## config.mk

```make
export PLATFORM = sky130hd
export DESIGN_NAME = button_digit_source
export DESIGN_NICKNAME = d
export VERILOG_FILES = /design/src/rtl/button_digit_source.sv
export SDC_FILE = /design/constraint.sdc
export NUM_CORES = 1
export LEC_CHECK = 0
export CORE_MARGIN = 2
export CORE_UTILIZATION = 53
export CTS_BUF_LIST = sky130_fd_sc_hd__clkbuf_4 sky130_fd_sc_hd__clkbuf_8 sky130_fd_sc_hd__clkbuf_16
export DETAILED_ROUTE_END_ITERATION = 10
export HOLD_SLACK_MARGIN = 0.03
export PLACE_DENSITY = 0.69
export SLEW_MARGIN = 10
export SYNTH_ARGS = -nofsm -noshare
export SYNTH_HDL_FRONTEND = slang
export SYNTH_SLANG_ARGS = --single-unit
```

## constraint.sdc

```tcl
create_clock -name clk -period 7.9 [get_ports clk]
set_input_delay 1.975 -clock clk [delete_from_list [all_inputs] [get_ports clk]]
set_output_delay 1.975 -clock clk [all_outputs]
set_load 0.01 [all_outputs]
```

## src/rtl/button_digit_source.sv

```systemverilog
// Debounced push-button stepper: press, hold and auto-repeat events advance a 4-bit hex digit
// that is also decoded to an active-low seven-segment pattern for the renderer.
module button_digit_source #(
    parameter int DEBOUNCE_CYCLES = 300000,
    parameter int HOLD_CYCLES     = 50000000,
    parameter int REPEAT_CYCLES   = 20000000
) (
    input  logic       clk,
    input  logic       reset,
    input  logic       button,
    input  logic       clear,
    output logic [3:0] digit,
    output logic [6:0] seven,
    output logic       step,
    output logic       held
);

    localparam int MAX_A   = (DEBOUNCE_CYCLES > HOLD_CYCLES) ? DEBOUNCE_CYCLES : HOLD_CYCLES;
    localparam int MAX_CYC = (MAX_A > REPEAT_CYCLES) ? MAX_A : REPEAT_CYCLES;
    localparam int TW      = $clog2(MAX_CYC) + 1;

    localparam logic [TW-1:0] T_ZERO   = TW'(0);
    localparam logic [TW-1:0] T_ONE    = TW'(1);
    localparam logic [TW-1:0] DEB_LAST = TW'(DEBOUNCE_CYCLES - 1);
    localparam logic [TW-1:0] HLD_LAST = TW'(HOLD_CYCLES - 1);
    localparam logic [TW-1:0] REP_LAST = TW'(REPEAT_CYCLES - 1);

    typedef enum logic [2:0] {
        S_IDLE   = 3'd0,
        S_ARM    = 3'd1,
        S_HELD   = 3'd2,
        S_REPEAT = 3'd3,
        S_REL    = 3'd4
    } state_t;

    // Active-low segment pattern, bit order {a,b,c,d,e,f,g}.
    function automatic logic [6:0] seg_decode(input logic [3:0] d);
        logic [6:0] s;
        case (d)
            4'h0:    s = 7'b0000001;
            4'h1:    s = 7'b1001111;
            4'h2:    s = 7'b0010010;
            4'h3:    s = 7'b0000110;
            4'h4:    s = 7'b1001100;
            4'h5:    s = 7'b0100100;
            4'h6:    s = 7'b0100000;
            4'h7:    s = 7'b0001111;
            4'h8:    s = 7'b0000000;
            4'h9:    s = 7'b0000100;
            4'hA:    s = 7'b0001000;
            4'hB:    s = 7'b1100000;
            4'hC:    s = 7'b0110001;
            4'hD:    s = 7'b1000010;
            4'hE:    s = 7'b0110000;
            4'hF:    s = 7'b0111000;
            default: s = 7'b1111111;
        endcase
        return s;
    endfunction

    logic          r_sync1;
    logic          r_btn_s;
    state_t        r_state;
    logic [TW-1:0] r_timer;
    logic [3:0]    r_digit;
    logic          r_step;
    logic          r_held;

    state_t        w_state_nx;
    logic [TW-1:0] w_timer_nx;
    logic          w_fire;
    logic [3:0]    w_digit_nx;
    logic          w_held_nx;

    // Next-state, timer and step decision for the debounce / hold / repeat machine.
    always_comb begin
        w_state_nx = r_state;
        w_timer_nx = r_timer;
        w_fire     = 1'b0;
        case (r_state)
            S_IDLE: begin
                if (r_btn_s) begin
                    w_state_nx = S_ARM;
                    w_timer_nx = T_ONE;
                end else begin
                    w_timer_nx = T_ZERO;
                end
            end
            S_ARM: begin
                if (!r_btn_s) begin
                    w_state_nx = S_IDLE;
                    w_timer_nx = T_ZERO;
                end else if (r_timer == DEB_LAST) begin
                    w_state_nx = S_HELD;
                    w_timer_nx = T_ZERO;
                    w_fire     = 1'b1;
                end else begin
                    w_timer_nx = r_timer + T_ONE;
                end
            end
            S_HELD: begin
                if (!r_btn_s) begin
                    w_state_nx = S_REL;
                    w_timer_nx = T_ZERO;
                end else if (r_timer == HLD_LAST) begin
                    w_state_nx = S_REPEAT;
                    w_timer_nx = T_ZERO;
                    w_fire     = 1'b1;
                end else begin
                    w_timer_nx = r_timer + T_ONE;
                end
            end
            S_REPEAT: begin
                if (!r_btn_s) begin
                    w_state_nx = S_REL;
                    w_timer_nx = T_ZERO;
                end else if (r_timer == REP_LAST) begin
                    w_timer_nx = T_ZERO;
                    w_fire     = 1'b1;
                end else begin
                    w_timer_nx = r_timer + T_ONE;
                end
            end
            S_REL: begin
                // A bounce during release restarts the quiet window.
                if (r_btn_s) begin
                    w_timer_nx = T_ZERO;
                end else if (r_timer == DEB_LAST) begin
                    w_state_nx = S_IDLE;
                    w_timer_nx = T_ZERO;
                end else begin
                    w_timer_nx = r_timer + T_ONE;
                end
            end
            default: begin
                w_state_nx = S_IDLE;
                w_timer_nx = T_ZERO;
            end
        endcase
    end

    // Digit update (clear has priority over a step) and the held flag for the next state.
    always_comb begin
        w_digit_nx = r_digit;
        if (clear) begin
            w_digit_nx = 4'h0;
        end else if (w_fire) begin
            w_digit_nx = r_digit + 4'h1;
        end else begin
            w_digit_nx = r_digit;
        end
        w_held_nx = (w_state_nx == S_HELD) || (w_state_nx == S_REPEAT);
    end

    // State, synchroniser and output registers with synchronous reset.
    always_ff @(posedge clk) begin
        if (reset) begin
            r_sync1 <= 1'b0;
            r_btn_s <= 1'b0;
            r_state <= S_IDLE;
            r_timer <= T_ZERO;
            r_digit <= 4'h0;
            r_step  <= 1'b0;
            r_held  <= 1'b0;
        end else begin
            r_sync1 <= button;
            r_btn_s <= r_sync1;
            r_state <= w_state_nx;
            r_timer <= w_timer_nx;
            r_digit <= w_digit_nx;
            r_step  <= w_fire;
            r_held  <= w_held_nx;
        end
    end

    assign digit = r_digit;
    assign seven = seg_decode(r_digit);
    assign step  = r_step;
    assign held  = r_held;

endmodule
```

==> flow_metrics.py, run 1 <==
metrics = {
    "pwr": {
        "p_total_mw": 0.4192,
        "ir_worst_vdd_mv": 0.1111,
        "power_density_mw_per_mm2": 151.6,
        "power.switching_mw": 0.08221,
        "leakage_nw": 0.9145,
        "swShare_pct": 19.61,
        "combPwrFrac_pct": 1.6,
        "pwr-share-clk_pct": 44.0,
        "power_frac_seq_pct": 54.4,
        "p_int_mw": 0.3370,
    },
    "global_routing": {
        "grt_pass1_vias": 1864,
        "grt_max_degree": 27,
        "antenna_found_initial": 0,
        "overflow": 0,
        "grt_pass1_wl_um": 8459,
        "grt_use_total_pct": 19.82,
    },
    "setup_path": {
        "cpPeakStageDelay_ns": 0.59,
        "rr_worst_depth": 13,
        "cp_data_arrival_time_ns": 4.22,
        "critPathBufInv": 3,
        "cp-start-kind": "input port",
        "r2r-start": "r_timer[0]",
        "path_delay_family": "buffers and inverters",
        "cp_max_fo": 11,
        "cp.required_ns": 8.13,
        "r2r_slack_ns": 4.17,
        "slowest_stage": "clkdlybuf4s50_1",
        "rr_endpoint": "seven[1]",
        "crit_chain": "clkdlybuf4s50_1, or2_2, nor2_1, inv_1, ha_1, inv_1, o21ai_0, a211o_1, o211ai_1",
        "crit_type": "in -> reg",
        "crit_top_cell": "inv_1",
        "end_kind": "flop",
    },
    "cts": {
        "cts-buffers-inserted": 5,
        "cts_resized": 0,
        "cts_tree": "yes",
        "clk_path_buf_depth": 2,
        "clock_latency_ns": 0.30,
        "cts_hold_buf": 0,
        "clkTransAtPathRegs_ns": 0.09,
        "clkSinkCount": 45,
        "htree_levels": 2,
        "cts_root_buffer": "clkbuf_8",
        "postCtsSetupRepairBufs": 0,
    },
    "die": {
        "dieArea_mm2": 0.005340,
        "rows": 25,
        "start_util_pct": 54.26,
        "io_pins": 17,
        "fp.dieH_um": 73.08,
        "die_w_um": 73.08,
        "core_mm2": 0.004661,
    },
    "synth": {
        "synth_mux_area_share_pct": 3.711,
        "syn-num-nets": 306,
        "yosys_warnings": 0,
        "ys_seq_area_share_pct": 35.63,
        "synth.area.top_cells": "dfxtp_1 (36%), nor2_1 (8.3%), xnor2_1 (5.2%)",
        "synth_xor_area_share_pct": 9.352,
        "synth-simple-area-share_pct": 28.65,
        "synth.distinct_cells": 62,
        "ys.flop_type": "dfxtp_1",
        "ys_async_sr_fraction_pct": 0,
        "synth-compound-area-share_pct": 12.52,
        "yosysTopAreaCellShare_pct": 35.63,
        "avgSynthCellArea_um2": 8.601,
        "synth-adder-area-share_pct": 3.958,
        "synth-edff-count": 0,
        "synth_top_family_by_area": "simple AND/OR/NAND/NOR gates",
        "syn_area_mm2": 0.002529,
        "syn_inst": 294,
        "synth-seq-cells": 45,
        "yosysTopAreaCell": "dfxtp_1",
    },
    "place": {
        "pre_cts_slack_ns": 3.610,
        "dp.cells": 350,
        "portBuffers": 16,
        "gp_congestion": 0.8407,
        "hpwl_um": 3630,
    },
    "sta": {
        "min_period_ns": 3.991,
        "setup_violations": 0,
        "finalCritPeriodShare_pct": 50.51,
        "rsz0062_at_grt": "no",
        "finalMaxSlewViolations": 0,
        "slew_headroom_pct": 53.92,
        "fmax_mhz": 250.6,
        "hold_viol": 0,
        "setup_ws_ns": 3.909,
        "skew_ns": 0.01184,
        "timing.setup.tns_ns": 0,
        "worst_slew_pin_slew_ns": 0.6913,
    },
    "route": {
        "drt_pre_antenna_iters": 4,
        "met3_wirelength_um": 135,
        "drt-initial-drc-count": 90,
        "avgRoutedWirePerCell_um": 13.85,
        "post-route-drc-count": 0,
        "wirelength_um": 4960,
        "top_layer": "met4",
        "route.vias.total": 2062,
        "wl_met1_um": 2412,
        "ant_nets": 0,
        "wl_met2_um": 2343,
        "via_per_inst": 5.760,
    },
    "finish": {
        "fin_nets": 315,
        "fin_cells": 358,
        "drive_above_1_share_pct": 9.211,
        "area_growth_pct": 9.352,
        "n_antenna_cell": 0,
    },
    "status": {
        "outcome": "finished clean",
    },
    "worst_hold_path": {
        "hold_path_class": "reg -> reg",
        "hold_start": "r_sync1",
        "holdPathEnd": "r_btn_s",
        "hold_path_depth": 1,
    },
    "flow_run": {
        "drv_cap": 0,
    },
}
area by class of cell:
type                    instances  area [um^2]
fillers                       418         1896
multi-input cells             223         1471
flip-flops and latches         45        900.9
repair buffers                 16        160.2
clock buffers                   7        90.09
well taps                      54        67.56
inverters                      12        45.04
clock inverters                 1        30.03
per-stage QoR:
stage	hold slack, ns	util [%]	cell area [um^2]
2_1_floorplan	0.4138	-	2529
3_3_place_gp	0.4217	56.75	2645
3_5_place_dp	0.4297	56.75	2645
4_1_cts	0.4497	59.33	2765
5_1_grt	0.4682	59.33	2765
6_report	0.4460	59.33	2765
how the worst max path moves through the flow:
stage           from       end  slack (ns)  depth (start not counted)
6_report       reset  seven[1]        3.91                          9
5_1_grt        reset  seven[1]        3.73                          9
4_1_cts        reset  seven[1]        3.92                          9
3_5_place_dp   reset  seven[1]        3.61                          9
3_3_place_gp   reset  seven[1]        3.73                          9
2_1_floorplan  clear  seven[1]        4.43                          9
power by group through the flow:
stage / combinational [mW] / clock (mW) / sequential [mW]
2_1_floorplan: 0.00510 / 0 / 0.233
3_3_place_gp: 0.00654 / 0 / 0.233
3_5_place_dp: 0.00665 / 0 / 0.233
4_1_cts: 0.00666 / 0.186 / 0.228
5_1_grt: 0.00755 / 0.193 / 0.228
6_report: 0.00661 / 0.185 / 0.228
cells in the final DEF (no fill, tap or decap), drive strengths merged, types with 3 or more instances in the layout:
cell,Yosys,routed
inv,12,12
mux2i,6,6
clkbuf,6,7
clkdlybuf4s50,0,16
nor3,5,5
xnor2,15,15
nand4,7,7
nand2,19,19
a21oi,6,6
dfxtp,45,45
nand3,15,15
a2bb2oi,3,3
xor2,12,12
nor2,57,57
or3,5,5
or4,4,4
ha,8,8
o211ai,4,4
o21ai,6,6
or2,3,3
nor2b,4,4
and4,5,5
nor4,3,3
routing by layer:
metal | vias to the layer above | track usage (%)
li1 | 1051 | -
met1 | 974 | 25.32
met2 | 31 | 33.53
met3 | 6 | 4.420
met4 | 0 | 5.350
met5 | - | 0
synthesized netlist by cell type (all sizes together), types with 6 or more instances:
| cell type | number |
|---|---|
| xor2 | 12 |
| o21ai | 6 |
| nand4 | 7 |
| nor2 | 57 |
| clkbuf | 6 |
| mux2i | 6 |
| ha | 8 |
| xnor2 | 15 |
| dfxtp | 45 |
| nand2 | 19 |
| buf | 8 |
| a21oi | 6 |
| nand3 | 15 |
| inv | 12 |
state kept, by name (all words and copies together), names as in the netlist:
register and cells:
step 1, r_state 3, r_timer 27, held 1, r_sync1 1, digit 4, r_btn_s 1, seven 7
cell families (layout without fill, tap and decap cells):
logic type               Yosys count  after routing
adder cells (fa/ha/maj)            8              8
flip-flops                        45             45
buffers and inverters             26             36
multiplexers                       8              8
XOR/XNOR                          27             27
AND/OR/NAND/NOR                  141            141
AO/OA/AOI/OAI                     39             39
No activity file was read; power rests on OpenSTA's default activity.
==> run 2, diff against run 1 <==
- clock period: 7.9 -> 4.12 ns (I/O delays scaled with it)
==> flow_metrics.py, run 2 (synthesis results as in run 1) <==
metrics = {
    "global_routing": {
        "grt_pass1_vias": 1903,
        "grt_max_degree": 27,
        "antenna_found_initial": 0,
        "grt_pass1_wl_um": 8714,
        "overflow": 0,
        "grt_use_total_pct": 20.98,
    },
    "sta": {
        "fin_hold_ws_ns": 0.4438,
        "finalMaxSlewViolations": 0,
        "hold_viol": 0,
        "min_period_ns": 3.676,
        "finalCritPeriodShare_pct": 89.22,
        "worst_slew_pin_slew_ns": 0.6114,
        "setup_violations": 0,
        "slew_headroom_pct": 58.86,
        "timing.setup.tns_ns": 0,
        "fmax_mhz": 272.0,
        "skew_ns": 0.007978,
        "rsz0062_at_grt": "no",
    },
    "cts": {
        "htree_levels": 2,
        "clkSinkCount": 45,
        "clkTransAtPathRegs_ns": 0.08,
        "clk_path_buf_depth": 2,
        "clock_latency_ns": 0.30,
        "cts_resized": 0,
        "cts_tree": "yes",
        "cts_hold_buf": 0,
        "cts_root_buffer": "clkbuf_8",
        "postCtsSetupRepairBufs": 0,
        "cts-buffers-inserted": 5,
    },
    "flow_run": {
        "drv_cap": 0,
    },
    "route": {
        "drt-initial-drc-count": 139,
        "wl_met2_um": 2218,
        "top_layer": "met4",
        "via_per_inst": 5.721,
        "route.vias.total": 2054,
        "met3_wirelength_um": 164,
        "wirelength_um": 5053,
        "wl_met1_um": 2553,
        "drt_pre_antenna_iters": 4,
        "ant_nets": 0,
        "post-route-drc-count": 0,
        "avgRoutedWirePerCell_um": 14.08,
    },
    "status": {
        "outcome": "finished clean",
    },
    "finish": {
        "drive_above_1_share_pct": 9.508,
        "area_growth_pct": 9.302,
        "final_cell_mix": "nor2_1 (56), dfxtp_1 (45), nand2_1 (19)",
        "final_common_cell": "nor2_1",
        "largest_reg_flops": 27,
        "regMostFlops": "r_timer",
        "n_antenna_cell": 0,
        "final_area_mm2": 0.002764,
        "fin_nets": 317,
        "fin_cells": 359,
    },
    "setup_path": {
        "crit_type": "reg -> reg",
        "cp-start-kind": "flop",
        "r2r-start": "r_timer[0]",
        "end_kind": "flop",
        "rr_endpoint": "seven[1]",
        "cp_data_arrival_time_ns": 3.90,
        "cp-endpoint": "seven[1]",
        "r2r_slack_ns": 0.44,
        "cp.required_ns": 4.34,
        "rr_worst_depth": 13,
        "cp_max_fo": 6,
        "crit_start": "r_timer[0]",
    },
    "die": {
        "start_util_pct": 54.26,
        "core_mm2": 0.004661,
        "dieArea_mm2": 0.005340,
        "rows": 25,
        "fp.dieH_um": 73.08,
        "io_pins": 17,
        "die_w_um": 73.08,
    },
    "pwr": {
        "leakage_nw": 0.9150,
        "p_total_mw": 0.7698,
        "power_density_mw_per_mm2": 278.5,
        "ir_worst_vdd_mv": 0.1593,
    },
    "place": {
        "post_dp_cell_area_mm2": 0.002660,
        "gp_congestion": 0.8275,
        "hpwl_um": 3694,
        "dp.cells": 352,
        "portBuffers": 16,
    },
    "worst_hold_path": {
        "hold_path_class": "reg -> reg",
    },
}
[run 2: cell types whose count changed in the layout (fill, tap and decap cells not counted)]
cell      delta
clkbuf_8     -1
clkbuf_4     -1
buf_4        +2
clkinv_2     +1
[run 2: through the flow]
step                util [%]  worst slack [ns]
global route           59.30            0.1418
floorplan                  -            0.8301
CTS                    59.30            0.4535
detailed placement     57.07            0.4796
global placement       57.07            0.6150
finish                 59.30            0.4440
[run 2: final cells by class]
cell class	instances	area (um^2)
clock buffer	5	68.82
clock inverter	2	35.03
fill	407	1897
inverter	12	45.04
multi-input combinational	223	1471
sequential	45	900.9
tap	54	67.56
timing repair buffer	18	175.2
[run 2: how the worst min path moves through the flow]
stage          startpoint      end  cells after the start  slack (ns)
4_1_cts           r_sync1  r_btn_s                      1        0.45
3_3_place_gp      r_sync1  r_btn_s                      1        0.42
6_report          r_sync1  r_btn_s                      1        0.44
5_1_grt           r_sync1  r_btn_s                      1        0.48
2_1_floorplan     r_sync1  r_btn_s                      1        0.41
3_5_place_dp      r_sync1  r_btn_s                      1        0.43
[run 2: power breakdown]
part | total (mW) | internal [mW] | switching (mW)
registers | 0.437 | 0.436 | 0.00131
clock network | 0.320 | 0.176 | 0.143
logic | 0.0131 | 0.00576 | 0.00731
total | 0.770 | 0.618 | 0.152
[run 2: critical path, cell delays in order (launching register included)]
cell and delay [ns]:
dfxtp_1 0.38, ha_1 0.24, nand4_1 0.18, or3_2 0.54, o41a_1 0.51, a21oi_2 0.38, xor2_1 0.24, nand2_1 0.18
inv_1 0.14, ha_1 0.21, nor2_1 0.05, mux2i_1 0.26, a2bb2oi_1 0.11, o211ai_1 0.18
[run 2: layer usage]
layer / GRT usage, % / vias up
met5: 0 / -
met4: 9.465 / 0
met3: 4.558 / 12
met2: 32.03 / 32
met1: 28.24 / 957
li1: - / 1053
